**config.mk**
```make
export PLATFORM = sky130hd
export DESIGN_NAME = alu_operand_sequencer
export DESIGN_NICKNAME = d
export VERILOG_FILES = /design/src/rtl/alu_operand_sequencer_pkg.sv /design/src/rtl/alu_operand_sequencer_byte_deserializer.sv /design/src/rtl/alu_operand_sequencer.sv
export SDC_FILE = /design/constraint.sdc
export NUM_CORES = 1
export LEC_CHECK = 0
export ABC_AREA = 0
export CAP_MARGIN = 20
export CORE_UTILIZATION = 48
export CTS_CLUSTER_DIAMETER = 30
export DETAILED_ROUTE_END_ITERATION = 12
export GPL_TIMING_DRIVEN = 0
export MAX_ROUTING_LAYER = met4
export PLACE_DENSITY = 0.89
export REMOVE_ABC_BUFFERS = 1
export SLEW_MARGIN = 20
export SYNTH_ARGS = -nofsm -noshare
export SYNTH_HDL_FRONTEND = slang
export SYNTH_SLANG_ARGS = --single-unit
```
**constraint.sdc**
```tcl
create_clock -name clk -period 4.66 [get_ports clk]
set_clock_uncertainty 0.05 [all_clocks]
set_input_delay 0.932 -clock clk [delete_from_list [all_inputs] [get_ports clk]]
set_output_delay 0.932 -clock clk [all_outputs]
set_load 0.02 [all_outputs]
```
**src/rtl/alu_operand_sequencer_pkg.sv**
```systemverilog
// Shared definitions for the ALU operand sequencer: byte width, default
// operand width, the sequencer state encoding and a counter-width helper.
package alu_operand_sequencer_pkg;

    localparam int BYTE_W       = 8;
    localparam int DEFAULT_BITS = 16;

    typedef enum logic [2:0] {
        GET_A  = 3'd0,
        GET_B  = 3'd1,
        GET_OP = 3'd2,
        EXEC   = 3'd3,
        SEND   = 3'd4
    } seq_state_e;

    // Byte counters index NBYTES bytes but never shrink below one bit,
    // so an 8-bit build still has a legal (constant-zero) counter.
    function automatic int cnt_width(input int nbytes);
        return (nbytes <= 1) ? 1 : $clog2(nbytes);
    endfunction

endpackage

```
**src/rtl/alu_operand_sequencer_byte_deserializer.sv**
```systemverilog
// Little-endian byte-to-word assembler: each enabled byte lands in the slot
// selected by an internal counter; done pulses alongside the final byte.
module alu_operand_sequencer_byte_deserializer
    import alu_operand_sequencer_pkg::*;
#(
    parameter int BITS = DEFAULT_BITS
)
(
    input  logic              clk,
    input  logic              rst,
    input  logic              en,
    input  logic [BYTE_W-1:0] data,
    output logic [BITS-1:0]   value,
    output logic              done
);

    localparam int NBYTES = BITS / BYTE_W;
    localparam int CW     = cnt_width(NBYTES);

    logic [CW-1:0] cnt;
    logic          last;

    assign last = (cnt == CW'(NBYTES - 1));
    // done is combinational so the FSM can change state on the same edge
    // that stores the final byte.
    assign done = en && last;

    // Insert the incoming byte at the counter position and advance/wrap.
    always_ff @(posedge clk) begin
        if (rst) begin
            cnt   <= '0;
            value <= '0;
        end else if (en) begin
            cnt <= last ? '0 : cnt + CW'(1);
            for (int i = 0; i < NBYTES; i++) begin
                if (cnt == CW'(i)) begin
                    value[i*BYTE_W +: BYTE_W] <= data;
                end
            end
        end
    end

endmodule

```
**src/rtl/alu_operand_sequencer.sv**
```systemverilog
// Collects operand A, operand B and an opcode byte from the UART receive
// stream, presents them to a combinational Alu, captures its result one
// cycle later and streams the result back out LSB-first.
//
// tx handshake: a byte transfers on every rising edge where tx_valid and
// tx_ready are both high; while tx_ready is low, tx_valid and tx_data are
// held unchanged. rx has no back-pressure: rx_valid is a one-cycle strobe,
// and bytes arriving while the block is not collecting input are dropped
// and flagged on the sticky overrun output.
//
// BITS must be a multiple of 8 and at least 8.
module alu_operand_sequencer
    import alu_operand_sequencer_pkg::*;
#(
    parameter int BITS = DEFAULT_BITS
)
(
    input  logic              clk,
    input  logic              rst,
    input  logic [BYTE_W-1:0] rx_data,
    input  logic              rx_valid,
    output logic [BITS-1:0]   alu_a,
    output logic [BITS-1:0]   alu_b,
    output logic [BITS-1:0]   alu_op,
    input  logic [BITS-1:0]   alu_r,
    output logic [BYTE_W-1:0] tx_data,
    output logic              tx_valid,
    input  logic              tx_ready,
    output logic              overrun,
    output seq_state_e        dbg_state
);

    localparam int NBYTES = BITS / BYTE_W;
    localparam int CW     = cnt_width(NBYTES);

    seq_state_e        state;
    seq_state_e        state_next;

    logic [CW-1:0]     tx_cnt;
    logic              tx_last;
    logic              tx_fire;
    logic [BITS-1:0]   result;
    logic [BITS-1:0]   op_q;
    logic              overrun_q;
    logic [BYTE_W-1:0] tx_byte;

    logic              a_en;
    logic              b_en;
    logic              a_done;
    logic              b_done;
    logic              busy;

    alu_operand_sequencer_byte_deserializer #(.BITS(BITS)) u_des_a (
        .clk   (clk),
        .rst   (rst),
        .en    (a_en),
        .data  (rx_data),
        .value (alu_a),
        .done  (a_done)
    );

    alu_operand_sequencer_byte_deserializer #(.BITS(BITS)) u_des_b (
        .clk   (clk),
        .rst   (rst),
        .en    (b_en),
        .data  (rx_data),
        .value (alu_b),
        .done  (b_done)
    );

    assign alu_op    = op_q;
    assign overrun   = overrun_q;
    assign dbg_state = state;
    assign tx_last   = (tx_cnt == CW'(NBYTES - 1));
    assign busy      = (state == EXEC) || (state == SEND);

    // Pick the result byte addressed by the transmit counter.
    always_comb begin
        tx_byte = '0;
        for (int i = 0; i < NBYTES; i++) begin
            if (tx_cnt == CW'(i)) begin
                tx_byte = result[i*BYTE_W +: BYTE_W];
            end
        end
    end

    // State register.
    always_ff @(posedge clk) begin
        if (rst) begin
            state <= GET_A;
        end else begin
            state <= state_next;
        end
    end

    // Next-state logic plus the per-state enables and transmit outputs.
    always_comb begin
        state_next = state;
        a_en       = 1'b0;
        b_en       = 1'b0;
        tx_valid   = 1'b0;
        tx_data    = '0;
        tx_fire    = 1'b0;
        case (state)
            GET_A: begin
                a_en = rx_valid;
                if (a_done) begin
                    state_next = GET_B;
                end
            end
            GET_B: begin
                b_en = rx_valid;
                if (b_done) begin
                    state_next = GET_OP;
                end
            end
            GET_OP: begin
                if (rx_valid) begin
                    state_next = EXEC;
                end
            end
            EXEC: begin
                // Single settle cycle: Alu inputs are already registered.
                state_next = SEND;
            end
            SEND: begin
                tx_valid = 1'b1;
                tx_data  = tx_byte;
                tx_fire  = tx_ready;
                if (tx_ready && tx_last) begin
                    state_next = GET_A;
                end
            end
            default: begin
                state_next = GET_A;
            end
        endcase
    end

    // Opcode register, result capture, transmit counter and overrun flag.
    always_ff @(posedge clk) begin
        if (rst) begin
            op_q      <= '0;
            result    <= '0;
            tx_cnt    <= '0;
            overrun_q <= 1'b0;
        end else begin
            if (state == GET_OP && rx_valid) begin
                op_q <= BITS'(rx_data);
            end
            if (state == EXEC) begin
                result <= alu_r;
                tx_cnt <= '0;
            end
            if (tx_fire) begin
                tx_cnt <= tx_last ? '0 : tx_cnt + CW'(1);
            end
            // A byte that shows up while executing or sending is lost,
            // including one coinciding with the final tx handshake.
            if (rx_valid && busy) begin
                overrun_q <= 1'b1;
            end
        end
    end

endmodule

```
== Word-level counts from Yosys, hierarchy flattened ==
Index checks and enable logic that the tools add are counted.

* Input bits: 28
* Bits in writable memories: 0
* Memories kept: 0
* Register bits: 63
* Word-level logic and storage cells: 53
* Bits in latches: 0
* Memory bits (read-only): 0

* Reduce and logical (&&, ||, !) cells: 13
* Shift-type cells: 0
* Mux-type cells: 16
* Bitwise logic cells: 2
* $mul: 0
* Add/subtract/negate cells: 3
* $lt $le $gt $ge: 0
* Divide/modulo/power cells: 0
* Eq/ne operators: 8

{| class="wikitable"
|+ Operator list
! cell !! number
|-
| $mux 8 || 2
|-
| $pmux 3 s5 || 1
|-
| $mux 3 || 4
|-
| $mux 1 || 9
|-
| $reduce_and 2->1 || 4
|-
| $eq 3x2->1 const B || 2
|-
| $ne 2x2->1 const B || 3
|-
| $logic_and 1x1->1 || 5
|-
| $reduce_and 4->1 || 1
|-
| $add 1x1->1 const B || 3
|-
| $eq 3x1->1 const B || 1
|-
| $eq 3x3->1 const B || 1
|-
| $logic_not 3->1 || 1
|-
| $ne 2x1->1 const B || 1
|-
| $not 1->1 || 2
|-
| $reduce_bool 2->1 || 1
|-
| $logic_or 1x1->1 || 1
|}

== Logic depth before layout (Yosys ltp) ==
Gate-level depths: netlist (run 1).

* Word-level depth: 5
* Mapped depth: 6

== Modules after synthesis ==
From an unflattened synthesis (run 1), not the netlist that was laid out.

* Cells, all modules: 286
* Area total of the unflattened synthesis: 2,723.9 µm²

{| class="wikitable"
|+ By module, submodules not included
! module !! area an instance (µm²) !! sequential area each (µm²) !! cells each !! times used
|-
| alu_operand_sequencer_byte_deserializer || 700.7 || 340.3 || 66 || 2
|-
| alu_operand_sequencer || 1,322.5 || 580.6 || 154 || 1
|}

== Least setup slack after synthesis (run 1) ==
Ideal clock, no wire load.

* Path kind: flip-flop to output port
* Start point: register state[0] (netlist: dbg_state[0])
* End point: output tx_data[0]
* Buffers on the path: 2
* Required time: 3,678 ps
* Arrival: 1,380 ps
* Stages on the path, launching flop included: 5
* Setup slack: 2,298 ps
* Cells stage by stage: dfxtp_1 > buf_2 > or3b_1 > buf_4 > nor2_1

* Longest elaborated chain between the ends: 2

{| class="wikitable"
|+ RTL lines
! element !! line !! text
|-
| from (decl) || alu_operand_sequencer.sv:36 || <nowiki>seq_state_e state;</nowiki>
|-
| from (signal assigned) || alu_operand_sequencer.sv:92 || <nowiki>state <= state_next;</nowiki>
|-
| $eq 3x3->1 || alu_operand_sequencer.sv:104 || <nowiki>case (state)</nowiki>
|-
| $mux 8 || alu_operand_sequencer.sv:104 ||
|-
| to (decl) || alu_operand_sequencer.sv:26 || <nowiki>output logic [BYTE_W-1:0] tx_data,</nowiki>
|}

Every way passes these cells.

== Worst setup path after layout (run 1) ==
* Start point: register state[0] (netlist: dbg_state[0])
* End point: output tx_data[1]

The elaborated chain is that of the path after synthesis.

==> reports/results.tsv, run 1 <==
metric	value	unit
dp_hpwl	3.90	mm
seq_area_frac_synth	49.5	%
ir_worst_vdd	0.240	mV
via_count	2109	
status	finished clean	
drc_errors	0	
die_h	74.9	um
htree_levels	3	
async_reset_ff_share	0	%
die_width	74.9	um
netSwitchingFraction	24.1	%
path_clk_slew	0.06	ns
cp-end-kind	primary output	
cap_violations	0	
gp_congestion	0.737	
grt_pass1_wl	8.83	mm
hold_viol	0	
final-setup-viol-count	0	
hold_ws	0.399	ns
maxSlewHeadroom	56.0	%
numClockSinks	63	
clockBufferDepth	2	
p_clk_share	40.9	%
portBuffers	80	
tns	0	ns
drv_slew	0	
hold_buffers	0	
clk_latency	0.33	ns
tightest_slew	0.658	ns
worst-endpoint-arrival	2.15	ns
p_sw	274	uW
ys_warn_count	0	
grt_usage	22.1	%
synth-edff-count	0	
grt_overflow	0	
synth_simple_gate_area_share	18.6	%
pwr_density_cell	324	nW/um^2
synth_top_family_by_area	multiplexers	
ant_nets	0	
ys_types	32	
synth.top_cells.by_count	nand2_1 (73), dfxtp_1 (63), mux2i_1 (48)	
postCtsSetupBuffers	0	
worstSetupStartpointType	flip-flop	
fmax	319	MHz
cts_resized	0	
synthCells	276	
grt_setup_unrepaired	no	
drt-total-wl	5.74	mm
worstSetupPathType	flip-flop to primary output	
period_share	67.2	%
synth-adder-area-share	0	%
wire_per_inst	13.6	um
combPwrFrac	10.0	%
cts_inserted_buffers	9	
avgViaCountPerCell	4.99	
cp.required	3.68	ns
start_util	49.9	%
antenna_found_initial	0	
tritoncts	done	
first_pass_iters	4	
root_buffer	clkbuf_8	
core_region_area	5110	sq um
ys_ff_latch	63	
fin_nets	376	
sequentialPowerShare	49.2	%
syn_area_per_cell	9.23	sq um
diodes	0	
yosysTopAreaCell	dfxtp_1	
drtIter0Drc	97	
synth_compound_area_share	6.19	%
grtUsageMet3	3.21	%
ios	89	
internal-power	865	uW
synthXorXnorAreaFrac	0	%
hold_path_class	flip-flop to flip-flop	
synthFlopType	dfxtp_1	
first_global_vias	1953	
synth_area_leaders	dfxtp_1 (50%), mux2i_1 (19%), nand2_1 (11%)	
dieArea	5600	sq um
syn_area	2550	sq um
use_met2	36.3	%
grt.busiest_layer	met2	
yosysMostFrequentCell	nand2_1	
grt_max_degree	43	
fin_crit	3.13	ns
row_count	26	
drive_above_1_share	7.65	%
cp_max_fo	11	
fin_ws	1.53	ns
power_leakage	0.00133	uW
synth_top_area_share	49.5	%
layout-area-overhead-vs-synth	37.9	%
post-place-ws	0.320	ns
synth_mux_area_share	18.9	%
use_met1	26.1	%
==> sequential cells by signal, summed over array words and instances (netlist names) <==
signal         count
u_des_b.value     16
dbg_state          3
result            16
tx_cnt             1
alu_op             8
overrun            1
u_des_a.value     16
u_des_a.cnt        1
u_des_b.cnt        1
==> power groups by stage <==
stage	clock network [uW]	registers, uW	logic (uW)
after floorplan	0	585	39.2
after global placement	0	571	111
after detailed placement	0	572	114
after CTS	471	560	115
after global routing	496	561	121
final	465	560	114
==> routing by layer <==
layer  share of wire [%]  routed length, um
met4                 2.8                163
met5                   0                  0
met1                  44               2510
met2                  51               2910
met3                 2.7                155
==> layout make-up <==
class | instances | area, sq um
fillers | 421 | 1600
flip-flops and latches | 63 | 1260
multi-input cells | 189 | 1150
repair buffers | 81 | 803
clock buffers | 10 | 138
well taps | 70 | 87.6
clock inverters | 6 | 60.1
inverters | 4 | 15.0
==> metrics by stage <==
step	instance area, sq um	utilization [%]	std cells	power (uW)
after global routing	3510	68.8	423	1180
after detailed placement	3320	65.0	407	685
final	3510	68.8	423	1140
after CTS	3520	68.9	423	1150
after global placement	3310	64.7	406	682
after floorplan	2420	-	256	624
==> logic make-up (layout without fill, tap and decap cells) <==
kind of cell | Yosys count | count (layout)
simple gates | 105 | 105
flops | 63 | 63
mux | 48 | 48
buf+inv | 31 | 101
compound gates | 28 | 28
other cells | 1 | 8
==> path summary, 6_finish.rpt <==
path                                    to          from  slack, ns  depth (start not counted)
worst min register to register     overrun       overrun       0.40                          2
worst max register to register      tx_cnt  dbg_state[0]       2.99                          3
worst min-delay path               overrun       overrun       0.40                          2
worst max-delay path            tx_data[1]  dbg_state[0]       1.53                          3
==> placed cells by master, fill, tap and decap left out, types with 2 or more instances in the layout <==
cell,n
clkinv_2,3
nand2b_4,2
mux2i_1,48
conb_1,8
clkinvlp_4,2
nor2_1,17
nand2_1,73
inv_1,2
clkbuf_8,10
a21oi_1,20
clkdlybuf4s50_1,79
nand2b_1,2
o21ai_0,2
dfxtp_1,63
o21a_1,2
inv_2,2
==> worst max-delay path, stage by stage, from the launching register on <==
cell and delay (ns):
dfxtp_1 0.41, or3b_1 0.60, nor2_1 0.18, clkdlybuf4s50_1 0.63
No activity file was read; power rests on OpenSTA's default activity.
==> run 2, diff against run 1 <==
--- a/config.mk
+++ b/config.mk
@@ -7,12 +7,12 @@
 export LEC_CHECK = 0
 export ABC_AREA = 0
 export CAP_MARGIN = 20
-export CORE_UTILIZATION = 48
+export CORE_UTILIZATION = 40
 export CTS_CLUSTER_DIAMETER = 30
 export DETAILED_ROUTE_END_ITERATION = 12
 export GPL_TIMING_DRIVEN = 0
 export MAX_ROUTING_LAYER = met4
-export PLACE_DENSITY = 0.89
+export PLACE_DENSITY = 0.8
 export REMOVE_ABC_BUFFERS = 1
 export SLEW_MARGIN = 20
 export SYNTH_ARGS = -nofsm -noshare
==> constraint.sdc (replaced) <==
create_clock -name clk -period 2.7 [get_ports clk]
set_clock_uncertainty 0.05 [all_clocks]
set_input_delay 0.54 -clock clk [delete_from_list [all_inputs] [get_ports clk]]
set_output_delay 0.54 -clock clk [all_outputs]
set_load 0.02 [all_outputs]
==> run 2 against run 1 <==
  * Flip-flop and latch count did not move
  * Worst setup slack worse by 1.5 ns
  * Sequential share of layout area barely moved
  * Critical path type unchanged
==> reports/results.tsv, run 2 (synthesis results as in run 1) <==
metric	value	unit	change
tightest_slew	0.687	ns	+0.0287 ns
wire_per_inst	13.3	um	-1.8%
htree_levels	3		unchanged
avgViaCountPerCell	4.83		-3.1%
fin_nets	377		+0.27%
grt_overflow	0		unchanged
fin_crit	2.62	ns	
die_width	81.8	um	+9.3%
dieArea	6690	sq um	+19%
ir_worst_vdd	0.422	mV	+76%
p_sw	449	uW	+64%
postCtsSetupBuffers	0		unchanged
postPlaceCellArea	3340	sq um	+0.49%
numClockSinks	63		unchanged
fmax	381	MHz	
status	finished clean		
final-setup-viol-count	0		unchanged
largestRegisters	result (16), u_des_a.value (16), u_des_b.value (16)		
diodes	0		unchanged
final_core_util	58.3	%	-10 points
worstSetupPathType	flip-flop to primary output		
core_region_area	6030	sq um	+18%
drt-total-wl	5.71	mm	-0.38%
root_buffer	clkbuf_8		
worstSetupStartpointType	flip-flop		
clk_latency	0.32	ns	about the same
first_pass_iters	4		unchanged
clockBufferDepth	2		unchanged
final_cell_area	3510	sq um	about the same
cp_max_fo	11		unchanged
period_share	97.2	%	
tritoncts	done		
cts_inserted_buffers	9		unchanged
grt_usage	18.6	%	-3.5 points
grt_setup_unrepaired	no		
gp_congestion	0.761		+3.2%
drtIter0Drc	54		-44%
worst-endpoint-arrival	2.03	ns	-0.12 ns
cp.required	2.11	ns	-1.57 ns
hold_ws	0.406	ns	+0.00697 ns
dp_cells	413		+1.5%
mostFrequentLayoutCell	clkdlybuf4s50_1		
fin_cells	429		+1.4%
antenna_found_initial	0		unchanged
drive_above_1_share	7.34	%	-0.30 points
drc_errors	0		unchanged
drv_slew	0		unchanged
pwr_density_cell	534	nW/um^2	+65%
sequentialPowerShare	51.4	%	+2.2 points
first_global_vias	1914		-2.0%
internal-power	1430	uW	+65%
cp-end-kind	primary output		
layout-area-overhead-vs-synth	38.0	%	about the same
maxSlewHeadroom	54.2	%	-1.8 points
portBuffers	80		unchanged
hold_viol	0		unchanged
die_h	81.8	um	+9.3%
hold_path_class	flip-flop to flip-flop		
dp_hpwl	3.94	mm	+1.2%
ios	89		unchanged
grt_pass1_wl	8.91	mm	+0.85%
p_clk_share	38.1	%	-2.8 points
cap_violations	0		unchanged
power_leakage	0.00133	uW	about the same
via_count	2073		-1.7%
start_util	42.3	%	-7.6 points
path_clk_slew	0.06	ns	about the same
final_cell_mix	clkdlybuf4s50_1 (79), nand2_1 (73), dfxtp_1 (63)		
row_count	28		+7.7%
grt_max_degree	32		-26%
combPwrFrac	10.5	%	+0.5 points
ant_nets	0		unchanged
netSwitchingFraction	23.9	%	-0.15 points
run 2: changes by cell type in the layout (fill, tap and decap cells not counted):
cell / delta
inv_2: -1
buf_8: +1
or3b_1: -1
bufinv_16: -1
clkinvlp_4: -1
clkbuf_1: +2
clkbuf_8: +1
clkinv_2: -1
clkinv_1: +1
or3b_4: +1
run 2: path summary, 6_finish.rpt:
| path | startpoint | end | slack, ns | cells past startpoint |
|---|---|---|---|---|
| worst max register to register | dbg_state[0] | tx_cnt | 0.97 | 3 |
| worst min-delay path | u_des_a.value[5] | u_des_a.value[5] | 0.41 | 2 |
| worst min register to register | u_des_a.value[5] | u_des_a.value[5] | 0.41 | 2 |
| worst max-delay path | dbg_state[0] | tx_data[7] | 0.08 | 3 |
run 2: critical path, stage by stage (launching register included):
cell and delay, ns:
dfxtp_1 0.42, or3b_4 0.52, nor2_1 0.13, clkdlybuf4s50_1 0.64
run 2: area by class of cell:
| cell class | count | area, sq um |
|---|---|---|
| Timing Repair Buffer | 82 | 818 |
| Inverter | 4 | 15.0 |
| Sequential cell | 63 | 1260 |
| Fill cell | 547 | 2510 |
| Clock inverter | 3 | 17.5 |
| Clock buffer | 13 | 159 |
| Tap cell | 75 | 93.8 |
| Multi-Input combinational cell | 189 | 1150 |
run 2: metal layers:
metal	vias up	wire length, um	GRT usage (%)
met1	962	2720	22.9
met2	57	2640	28.3
li1	1042	-	-
met5	-	0	-
met4	0	138	9.30
met3	12	214	4.67
run 2: stage by stage:
step	setup TNS (ns)	worst slack, ns	power (uW)
after CTS	0	0.0770	1900
after global routing	0	0.00521	1960
final	0	0.0761	1880
after detailed placement	0	0.0925	1190
after global placement	-41.61	-1.30	1180
after floorplan	0	0.735	1080
run 2: power by group through the flow:
| stage | logic (uW) | registers (uW) | clock network [uW] |
|---|---|---|---|
| 5_1_grt | 212 | 969 | 780 |
| 2_1_floorplan | 67.7 | 1010 | 0 |
| 3_5_place_dp | 199 | 987 | 0 |
| 6_report | 197 | 966 | 715 |
| 4_1_cts | 199 | 966 | 733 |
| 3_3_place_gp | 194 | 986 | 0 |
run 2: what timing repair did:
action,4_1_cts,5_1_grt
hold buffers,0,0
endpoints found under the setup margin,9,0
resized for setup,1,0
==> run 3, diff against run 2 <==
--- a/config.mk
+++ b/config.mk
@@ -7,12 +7,12 @@
 export LEC_CHECK = 0
 export ABC_AREA = 0
 export CAP_MARGIN = 20
-export CORE_UTILIZATION = 40
+export CORE_UTILIZATION = 48
 export CTS_CLUSTER_DIAMETER = 30
 export DETAILED_ROUTE_END_ITERATION = 12
 export GPL_TIMING_DRIVEN = 0
 export MAX_ROUTING_LAYER = met4
-export PLACE_DENSITY = 0.8
+export PLACE_DENSITY = 0.89
 export REMOVE_ABC_BUFFERS = 1
 export SLEW_MARGIN = 20
 export SYNTH_ARGS = -nofsm -noshare
==> constraint.sdc (replaced) <==
create_clock -name clk -period 3.14 [get_ports clk]
set_clock_uncertainty 0.05 [all_clocks]
set_input_delay 0.628 -clock clk [delete_from_list [all_inputs] [get_ports clk]]
set_output_delay 0.628 -clock clk [all_outputs]
set_load 0.02 [all_outputs]
==> run 3 against run 2 <==
  * Combinational power decreased by 14%
  * Global-route usage increased by 3.5 points
  * Clock power shrank 3.4%
  * Total power down 10%
  * Sequential share of layout area about the same
  * Utilization up 10 points
  * Worst hold slack got worse by 0.0070 ns
  * Clock-buffer cell count down 3
  * Largest power group unchanged
==> reports/results.tsv, run 3 (synthesis results as in run 1) <==
metric	value	unit	change
gp_congestion	0.737		-3.1%
routed.top_layer	met4		
drt-total-wl	5.73	mm	+0.35%
dieArea	5600	sq um	-16%
clockBufferDepth	2		unchanged
start_util	49.9	%	+7.6 points
power_leakage	0.00133	uW	about the same
wl_met2	2.91	mm	+10%
hold_path_class	flip-flop to flip-flop		
first_global_vias	1953		+2.0%
diodes	0		unchanged
maxSlewHeadroom	56.2	%	+2.0 points
path_clk_slew	0.06	ns	about the same
drc_errors	0		unchanged
pwr_density_cell	481	nW/um^2	-10%
root_buffer	clkbuf_8		
critPathLaunch	dbg_state[0]		
period_share	90.0	%	
fin_cells	423		-1.4%
r2r_end	tx_cnt		
core_region_area	5110	sq um	-15%
r2r_slack	1.47	ns	+0.50 ns
grt_max_degree	43		+34%
drive_above_1_share	7.65	%	+0.30 points
cts_inserted_buffers	9		unchanged
first_pass_iters	4		unchanged
antenna_found_initial	0		unchanged
reg2reg_from	dbg_state[0]		
tightest_slew	0.657	ns	-0.0297 ns
fin_crit	2.82	ns	
final_cell_area	3510	sq um	about the same
fin_nets	376		-0.27%
hold_buffers	0		unchanged
cap_violations	0		unchanged
worst-endpoint-arrival	2.15	ns	+0.12 ns
portBuffers	80		unchanged
ant_nets	0		unchanged
die_h	74.9	um	-8.5%
final_core_util	68.8	%	+10 points
tns	0	ns	unchanged
wire_per_inst	13.6	um	+1.8%
postPlaceCellArea	3320	sq um	-0.49%
critPathCapture	tx_data[1]		
hold_ws	0.399	ns	-0.00697 ns
cp-end-kind	primary output		
cp.required	2.46	ns	+0.35 ns
regArea	1260	sq um	unchanged
final-setup-viol-count	0		unchanged
grt_overflow	0		unchanged
via_count	2109		+1.7%
die_width	74.9	um	-8.5%
wl_met3	155	um	-28%
grt_usage	22.1	%	+3.5 points
drtIter0Drc	97		+80%
row_count	26		-7.1%
layout-area-overhead-vs-synth	37.9	%	about the same
hold_viol	0		unchanged
ios	89		unchanged
htree_levels	3		unchanged
fmax	354	MHz	
grt_setup_unrepaired	no		
final_cell_mix	clkdlybuf4s50_1 (79), nand2_1 (73), dfxtp_1 (63)		
reg2reg_depth	3		unchanged
cp_max_fo	11		unchanged
wl_met1	2.50	mm	-7.9%
drv_slew	0		unchanged
dp_hpwl	3.90	mm	-1.2%
dp_cells	407		-1.5%
status	finished clean		
nFillCells	420		-23%
numClockSinks	63		unchanged
grt_pass1_wl	8.83	mm	-0.84%
ir_worst_vdd	0.356	mV	-16%
avgViaCountPerCell	4.99		+3.2%
worstSetupPathType	flip-flop to primary output		
clk_latency	0.33	ns	about the same
worstSetupStartpointType	flip-flop		
tritoncts	done		
largestRegisters	result (16), u_des_a.value (16), u_des_b.value (16)		
mostFrequentLayoutCell	clkdlybuf4s50_1		
multiInputGateArea	1150	sq um	-0.22%
## run 3: worst min path at each step
stage | start | endpoint | slack (ns) | depth (start not counted)
2_1_floorplan | result[0] | result[0] | 0.38 | 2
3_3_place_gp | overrun | overrun | 0.38 | 2
3_5_place_dp | overrun | overrun | 0.39 | 2
4_1_cts | overrun | overrun | 0.40 | 2
5_1_grt | result[7] | result[7] | 0.42 | 2
6_report | overrun | overrun | 0.40 | 2
## run 3: metrics by stage
stage          setup WS, ns  total power, uW
3_3_place_gp         -0.869             1010
3_5_place_dp         -0.896             1020
6_report              0.315             1690
4_1_cts               0.279             1700
5_1_grt               0.217             1750
2_1_floorplan          1.10              926
## run 3: what timing repair did
action / 4_1_cts / 5_1_grt
setup buffers: 0 / 0
gates resized for setup: 2 / 0
setup endpoints to repair: 34 / 0
## run 3: metal layers
| layer | up-vias | GRT usage (%) |
|---|---|---|
| met3 | 15 | 3.21 |
| li1 | 1041 | - |
| met2 | 51 | 36.3 |
| met5 | - | - |
| met1 | 1002 | 26.1 |
| met4 | 0 | 11.9 |
## run 3: power breakdown
part           internal, uW  leakage [uW]  total [uW]  switching, uW
Clock                   383     0.0000981         691            307
Sequential              818      0.000510         831           12.7
Combinational          81.8      0.000720         169           87.0
Total                  1280       0.00133        1690            407
## run 3: area by class of cell
class / count / area share, %
Clock inverter: 6 / 1.71
Multi-Input combinational cell: 189 / 32.7
Sequential cell: 63 / 35.9
Inverter: 4 / 0.463
Timing Repair Buffer: 81 / 22.9
Clock buffer: 10 / 3.92
Tap cell: 70 / 2.49
## run 3: worst max-delay path, cell delays in order (launching register included)
cell and delay (ns):
dfxtp_1 0.41, or3b_1 0.60, nor2_1 0.18, clkdlybuf4s50_1 0.63
